### src/rtl/sim_end_monitor.sv
// rtl/sim_end_monitor.sv - end-of-test monitor: halt/tohost/watchdog detection with sticky verdict flags
module sim_end_monitor #(
    parameter int          XLEN           = 32,
    parameter logic [31:0] HALT_INSN      = 32'h00002013,
    parameter int          DRAIN_CYCLES   = 5,
    parameter int          TIMEOUT_CYCLES = 100000,
    parameter int          CNT_W          = 32
) (
    input  logic             clk,
    input  logic             reset_n,
    input  logic             insn_valid,
    input  logic             insn_stall,
    input  logic [31:0]      insn,
    input  logic             tohost_we,
    input  logic [XLEN-1:0]  tohost_data,
    output logic             done,
    output logic             pass,
    output logic             fail,
    output logic             timed_out,
    output logic [XLEN-2:0]  fail_code,
    output logic [CNT_W-1:0] cycle_count,
    output logic [CNT_W-1:0] insn_count
);

    localparam logic [1:0] ST_RUN   = 2'd0;
    localparam logic [1:0] ST_DRAIN = 2'd1;
    localparam logic [1:0] ST_DONE  = 2'd2;

    localparam int               DRAIN_W      = (DRAIN_CYCLES > 1) ? $clog2(DRAIN_CYCLES + 1) : 1;
    localparam logic [DRAIN_W-1:0] DRAIN_LOAD = DRAIN_W'(DRAIN_CYCLES);
    localparam bit               DRAIN_NONE   = (DRAIN_CYCLES == 0);
    localparam bit               WDOG_EN      = (TIMEOUT_CYCLES != 0);
    localparam logic [CNT_W-1:0] TIMEOUT_LAST = CNT_W'(TIMEOUT_CYCLES - 1);
    localparam logic [CNT_W-1:0] CNT_MAX      = '1;

    logic [1:0]         state;
    logic [1:0]         state_d;
    logic [DRAIN_W-1:0] drain_cnt;
    logic [DRAIN_W-1:0] drain_cnt_d;
    logic               done_d;
    logic               pass_d;
    logic               fail_d;
    logic               timed_out_d;
    logic [XLEN-2:0]    fail_code_d;
    logic [CNT_W-1:0]   cycle_count_d;
    logic [CNT_W-1:0]   insn_count_d;

    logic active;
    logic accept;
    logic halt_accept;
    logic halt_end;
    logic drain_end;
    logic tohost_hit;
    logic tohost_pass;
    logic wdog_hit;

    assign active      = (state == ST_RUN) || (state == ST_DRAIN);
    assign accept      = insn_valid && !insn_stall;
    assign halt_accept = (state == ST_RUN) && accept && (insn == HALT_INSN);
    assign halt_end    = halt_accept && DRAIN_NONE;
    assign drain_end   = (state == ST_DRAIN) && (drain_cnt == DRAIN_W'(1));
    assign tohost_hit  = active && tohost_we && (tohost_data != '0);
    assign tohost_pass = (tohost_data == XLEN'(1));
    assign wdog_hit    = WDOG_EN && active && (cycle_count == TIMEOUT_LAST);

    // Verdict priority: tohost, then halt/drain completion, then halt entering drain, then watchdog.
    always_comb begin
        state_d     = state;
        drain_cnt_d = drain_cnt;
        done_d      = done;
        pass_d      = pass;
        fail_d      = fail;
        timed_out_d = timed_out;
        fail_code_d = fail_code;
        if (tohost_hit) begin
            state_d = ST_DONE;
            done_d  = 1'b1;
            if (tohost_pass) begin
                pass_d = 1'b1;
            end else begin
                fail_d      = 1'b1;
                fail_code_d = tohost_data[XLEN-1:1];
            end
        end else if (halt_end || drain_end) begin
            state_d = ST_DONE;
            done_d  = 1'b1;
            pass_d  = 1'b1;
        end else if (halt_accept) begin
            state_d     = ST_DRAIN;
            drain_cnt_d = DRAIN_LOAD;
        end else if (wdog_hit) begin
            state_d     = ST_DONE;
            done_d      = 1'b1;
            timed_out_d = 1'b1;
        end else if (state == ST_DRAIN) begin
            drain_cnt_d = drain_cnt - DRAIN_W'(1);
        end
    end

    // Counters saturate so a runaway bench never reports a wrapped, misleading count.
    always_comb begin
        cycle_count_d = cycle_count;
        insn_count_d  = insn_count;
        if (active && (cycle_count != CNT_MAX)) begin
            cycle_count_d = cycle_count + CNT_W'(1);
        end
        if ((state == ST_RUN) && accept && (insn_count != CNT_MAX)) begin
            insn_count_d = insn_count + CNT_W'(1);
        end
    end

    always_ff @(posedge clk or negedge reset_n) begin
        if (!reset_n) begin
            state       <= ST_RUN;
            drain_cnt   <= '0;
            done        <= 1'b0;
            pass        <= 1'b0;
            fail        <= 1'b0;
            timed_out   <= 1'b0;
            fail_code   <= '0;
            cycle_count <= '0;
            insn_count  <= '0;
        end else begin
            state       <= state_d;
            drain_cnt   <= drain_cnt_d;
            done        <= done_d;
            pass        <= pass_d;
            fail        <= fail_d;
            timed_out   <= timed_out_d;
            fail_code   <= fail_code_d;
            cycle_count <= cycle_count_d;
            insn_count  <= insn_count_d;
        end
    end

endmodule
### config.mk
export PLATFORM = sky130hd
export DESIGN_NAME = sim_end_monitor
export DESIGN_NICKNAME = d
export VERILOG_FILES = /design/src/rtl/sim_end_monitor.sv
export SDC_FILE = /design/constraint.sdc
export NUM_CORES = 1
export LEC_CHECK = 0
export CORE_MARGIN = 3
export CORE_UTILIZATION = 49
export CTS_CLUSTER_DIAMETER = 60
export DETAILED_ROUTE_END_ITERATION = 7
export PLACE_DENSITY_LB_ADDON = 0.1
export SLEW_MARGIN = 20
export SYNTH_ARGS = -nofsm -noshare
export SYNTH_HDL_FRONTEND = slang
export SYNTH_SLANG_ARGS = --single-unit
### constraint.sdc
create_clock -name clk -period 4.1 [get_ports clk]
set_clock_uncertainty 0.15 [all_clocks]
set_input_delay 1.23 -clock clk [delete_from_list [all_inputs] [get_ports clk]]
set_output_delay 1.23 -clock clk [all_outputs]
set_load 0.03 [all_outputs]
Word-level counts from Yosys, hierarchy flattened
Cells that the tools add are included.
- flip-flop bits (word level): 104
- input bits: 69
- output and inout bits: 99
- logic and storage cells: 62
- $add $sub $neg: 3
- eq/ne operators: 10
- mux-type cells: 14
- bitwise gates (word level): 4
- reductions and logical operators: 22
- operators by type and width (kind ; count):
    adder 32 x 1 -> 32 bit, second input constant ; 2
    != test 32 bit, second input constant ; 2
    equality test 32 x 1 -> 1 bit, second input constant ; 1
    equality test 32 x 14 -> 1 bit, second input constant ; 1
    equality test 32 x 17 -> 1 bit, second input constant ; 1
    nonzero test 32 bit ; 1
    logical AND 1 bit ; 9
    two-way mux 3 bit ; 3
    two-way mux 2 bit ; 4
    AND reduction 4 bit ; 2
    two-way mux 1 bit ; 7
    AND reduction 2 bit ; 3
    inverter 1 bit ; 4
    nonzero test 2 bit ; 2
    nonzero test 4 bit ; 1
    equality test 3 x 1 -> 1 bit, second input constant ; 1
    != test 3 x 1 -> 1 bit, second input constant ; 1
    nonzero test 3 bit ; 1
    subtractor 3 x 1 -> 3 bit, second input constant ; 1
    equality test 2 x 1 -> 1 bit, second input constant ; 1
    logical NOT 2 bit ; 1
    != test 2 x 1 -> 1 bit, second input constant ; 1
    != test 2 bit, second input constant ; 1
    logical NOT 1 bit ; 1
    logical OR 1 bit ; 1

Logic depth before layout (Yosys ltp)
- depth in word-level cells: 7
- mapped depth: 7
- gate-level depth less buffers: 7

Worst setup path after synthesis
Ideal clock, no wire load.
- path kind: input port to flip-flop
- from: input port insn_stall
- to: register insn_count[29]
- library setup time: 0.134 ns
- data arrival time: 2.807 ns
- data required time: 3.816 ns
- slack: 1.008 ns
- stages: 5
- buffers on the path: 0
- cells stage by stage: or4b_4 or3_4 a2111oi_4 nand4_1 xnor2_1
- word-level cells in the longest chain between the ends: 4
- ends and longest elaborated chain (item ; line ; RTL):
    start, declared ; 12 ; input logic insn_stall,
    logical NOT 1 bit ; 58 ; assign accept = insn_valid && !insn_stall;
    logical AND 1 bit ; 58 ;
    logical AND 1 bit (2 in a row) ; 107 ; if ((state == ST_RUN) && accept && (insn_count != CNT_MAX)) begin
    end signal, assigned ; 132 ; insn_count <= insn_count_d;
    end, declared ; 22 ; output logic [CNT_W-1:0] insn_count
Every way passes these cells.
A chain may end at the register's enable or synchronous reset.

Worst setup path after layout
- from: input port insn_valid
- to: register insn_count[23]
- word-level cells in the longest chain between the ends: 3
- ends and longest elaborated chain (item ; line ; RTL):
    start, declared ; 11 ; input logic insn_valid,
    logical AND 1 bit ; 58 ;
    logical AND 1 bit (2 in a row) ; 107 ;
Every way passes these cells.

==> flow_summary.json <==
{
  "synth_seq_area_share": 0.532,
  "antenna_cells": 0,
  "grt-busiest-layer": "met2",
  "cp_slowest_cell": "a2111oi_4",
  "clk_path_buf_depth": 2,
  "clock_latency_ns": 0.36,
  "synth.distinct_cells": 42,
  "synth_largest_area_cell": "dfrtp_1",
  "cp_data_required_time_ns": 4.20,
  "numCtsBuffers": 9,
  "switchingPower_w": 0.000438,
  "cts-root-buf": "clkbuf_8",
  "overflow": 0,
  "power_w": 0.00190,
  "grt_pass1_wl_um": 20600,
  "hpwlAfterDp_um": 9930,
  "avgSynthCellArea_um2": 11.3,
  "multi_input_area_um2": 2220,
  "rsz0062_at_grt": "false",
  "critPathKind": "input port to flip-flop",
  "drc_errors": 0,
  "grtUsageMet3": 0.0449,
  "cp_cell_sequence": "clkdlybuf4s50_1 -> or4b_4 -> or3_4 -> a2111oi_4 -> nand4_1 -> xnor2_1",
  "critPathMaxStageDelay_ns": 0.51,
  "core_area_um2": 9460,
  "cp-end-kind": "flip-flop",
  "synth_top_cell_area_share": 0.532,
  "nNetsFinal": 679,
  "cap_violations": 0,
  "antenna_found_initial": 0,
  "drive_above_1_share": 0.101,
  "crit_buf_inv": 1,
  "cts_num_sinks": 104,
  "die_x_um": 106,
  "rrSetupSlack_ns": 1.39,
  "power.internal_w": 0.00146,
  "synthFlopType": "dfrtp_1",
  "via_per_inst": 5.49,
  "cts_tree": "yes",
  "arrival_ns": 3.36,
  "mappedNetlistArea_um2": 4900,
  "synthCells": 432,
  "timing.slew.headroom": 0.501,
  "routedWlPerCell_um": 17.3,
  "whs_ns": 0.332,
  "synth_edf_count": 0,
  "finalSetupViolations": 0,
  "dieArea_um2": 11200,
  "area_growth_pct": 41.9,
  "syn-num-nets": 505,
  "ys_seq_elements": 104,
  "boundaryPins": 168,
  "ys_async_sr_fraction": 1.00,
  "cts_resized": 0,
  "post_cts.repair.setup_buffers": 0,
  "yosys_warnings": 0,
  "synth_area_leaders": "dfrtp_1 53%, mux2_2 7.6%, xor2_1 5.9%, xnor2_1 4.8%, nor4_1 3.6%",
  "cp_max_fo": 7,
  "hold_viol_final": 0,
  "p_sw_frac": 0.231,
  "first_global_vias": 4124,
  "irDropWorstVdd_mv": 0.204,
  "cp-start-kind": "input port",
  "use_met2": 0.396,
  "hold_end": "fail$_DFFE_PN0P_",
  "worst_pin_slew_ns": 0.742,
  "power_density_nw_per_um2": 273,
  "routed_wl_um": 12800,
  "combPwrFrac": 0.098,
  "finalCriticalPeriod_ns": 3.27,
  "clkTransAtPathRegs_ns": 0.10,
  "holdPathStages": 1,
  "p_leak_nw": 3.01,
  "place.gp.congestion": 0.880,
  "portBuffers": 167,
  "ant_nets": 0,
  "timing.rr.start": "cycle_count[24]$_DFFE_PN0P_",
  "cts_hold_buffers": 0,
  "grt_util_all_layers": 0.228,
  "grt_max_degree": 56,
  "hp-start": "fail$_DFFE_PN0P_",
  "fill_cells": 719,
  "period_share": 0.796,
  "r2r_cells": 6,
  "ff_latch_area_um2": 2600,
  "hold_path.class": "flip-flop to flip-flop",
  "pwr-share-clk": 0.348,
  "slew_viol_final": 0,
  "startpoint": "insn_valid",
  "outcome": "completed",
  "use_met1": 0.290,
  "worst_path_dominant_cell_family": "simple AND/OR/NAND/NOR gates",
  "reg2reg_to": "cycle_count[1]$_DFFE_PN0P_",
  "cts_htree_levels": 3,
  "p_seq_frac": 0.554,
  "dieHeight_um": 106,
  "fp-row-count": 35,
  "fin_tns_setup_ns": 0,
  "drt_iter0_drc": 179,
  "start_util": 0.518,
  "via_count": 4066,
  "max_freq_mhz": 306,
  "dr.pass1.iters": 4
}
worst max path at each step:
stage	cells after the start	slack [ns]	end
3_3_place_gp	6	0.47	insn_count[29]$_DFFE_PN0P_
6_report	6	0.83	insn_count[23]$_DFFE_PN0P_
4_1_cts	6	0.85	insn_count[23]$_DFFE_PN0P_
5_1_grt	6	0.68	insn_count[29]$_DFFE_PN0P_
3_5_place_dp	6	0.46	insn_count[29]$_DFFE_PN0P_
2_1_floorplan	5	1.01	insn_count[29]$_DFFE_PN0P_
power by group through the flow:
stage                     clock network [W]  registers, W  logic [W]
final                              0.000661       0.00105   0.000186
after global routing               0.000717       0.00105   0.000198
after CTS                          0.000677       0.00105   0.000189
after detailed placement                  0       0.00107   0.000188
after global placement                    0       0.00107   0.000185
after floorplan                           0       0.00111  0.0000189
layout make-up:
class | instances | share of cell area
clock buffer | 12 | 0.0223
clock inverter | 4 | 0.00756
inverter | 9 | 0.00486
multi-input combinational | 309 | 0.319
sequential | 104 | 0.375
tap | 129 | 0.0232
timing repair buffer | 173 | 0.249
cell usage in the layout (no fill, tap or decap), types with 2 or more instances in the layout:
| cell type | instances |
|---|---|
| a21oi_1 | 4 |
| a31oi_1 | 6 |
| and2_1 | 4 |
| and3_1 | 10 |
| and4_1 | 5 |
| buf_4 | 6 |
| clkbuf_8 | 11 |
| clkdlybuf4s50_1 | 166 |
| clkinv_4 | 2 |
| dfrtp_1 | 104 |
| ha_1 | 4 |
| inv_1 | 9 |
| mux2_2 | 33 |
| nand2_1 | 28 |
| nand2b_1 | 3 |
| nand3_1 | 25 |
| nand3b_1 | 2 |
| nand4_1 | 23 |
| nor2_1 | 18 |
| nor3_1 | 23 |
| nor3b_1 | 4 |
| nor4_1 | 28 |
| nor4b_1 | 6 |
| nor4bb_1 | 2 |
| o211ai_1 | 2 |
| o21ai_0 | 2 |
| o31ai_1 | 2 |
| or3_1 | 2 |
| or3_4 | 2 |
| xnor2_1 | 27 |
| xor2_1 | 33 |
Yosys cell counts, drive strengths merged, types with 2 or more instances:
cell	instances
nor3b	4
o21ai	2
a21oi	4
xor2	33
clkbuf	6
and3	10
nand3	25
nor4	28
or4b	2
nor4bb	2
or3	4
o31ai	2
xnor2	27
a31oi	6
inv	9
dfrtp	104
nor2	18
and2	4
ha	4
nand2	28
and4	5
nand3b	2
a21o	2
nor4b	7
nand4	23
buf	4
nand2b	3
nor3	23
o211ai	2
mux2	33
cell families (layout without fill, tap and decap cells):
family,after synthesis,count (layout),synth area share
AOI/OAI and AO/OA,23,23,0.0368
and+or+nand+nor,189,189,0.222
DFF,104,104,0.532
xor gates and xnor gates,60,60,0.107
buffers and inverters,19,198,0.0158
muxes,33,33,0.0759
adders and majority gates,4,4,0.0102
registers in the layout, indices dropped and copies added (netlist names):
register	flops
done	1
state	2
drain_cnt	3
fail	1
cycle_count	32
timed_out	1
pass	1
insn_count	32
fail_code	31
routing by layer:
metal | up-vias | routed length (um)
met1 | 1994 | 5260
met3 | 16 | 669
met2 | 121 | 6740
met5 | - | 0
met4 | 0 | 164
li1 | 1935 | -
through the flow:
| stage | utilization | std cells | setup slack [ns] | instance area (um2) |
|---|---|---|---|---|
| 4_1_cts | 0.735 | 740 | 0.849 | 6950 |
| 2_1_floorplan | - | 432 | 1.01 | 4900 |
| 3_5_place_dp | 0.713 | 724 | 0.456 | 6740 |
| 3_3_place_gp | 0.713 | 724 | 0.473 | 6740 |
| 6_report | 0.735 | 740 | 0.835 | 6950 |
| 5_1_grt | 0.735 | 740 | 0.678 | 6950 |
Note: power is estimated with default switching activity, not from simulation.
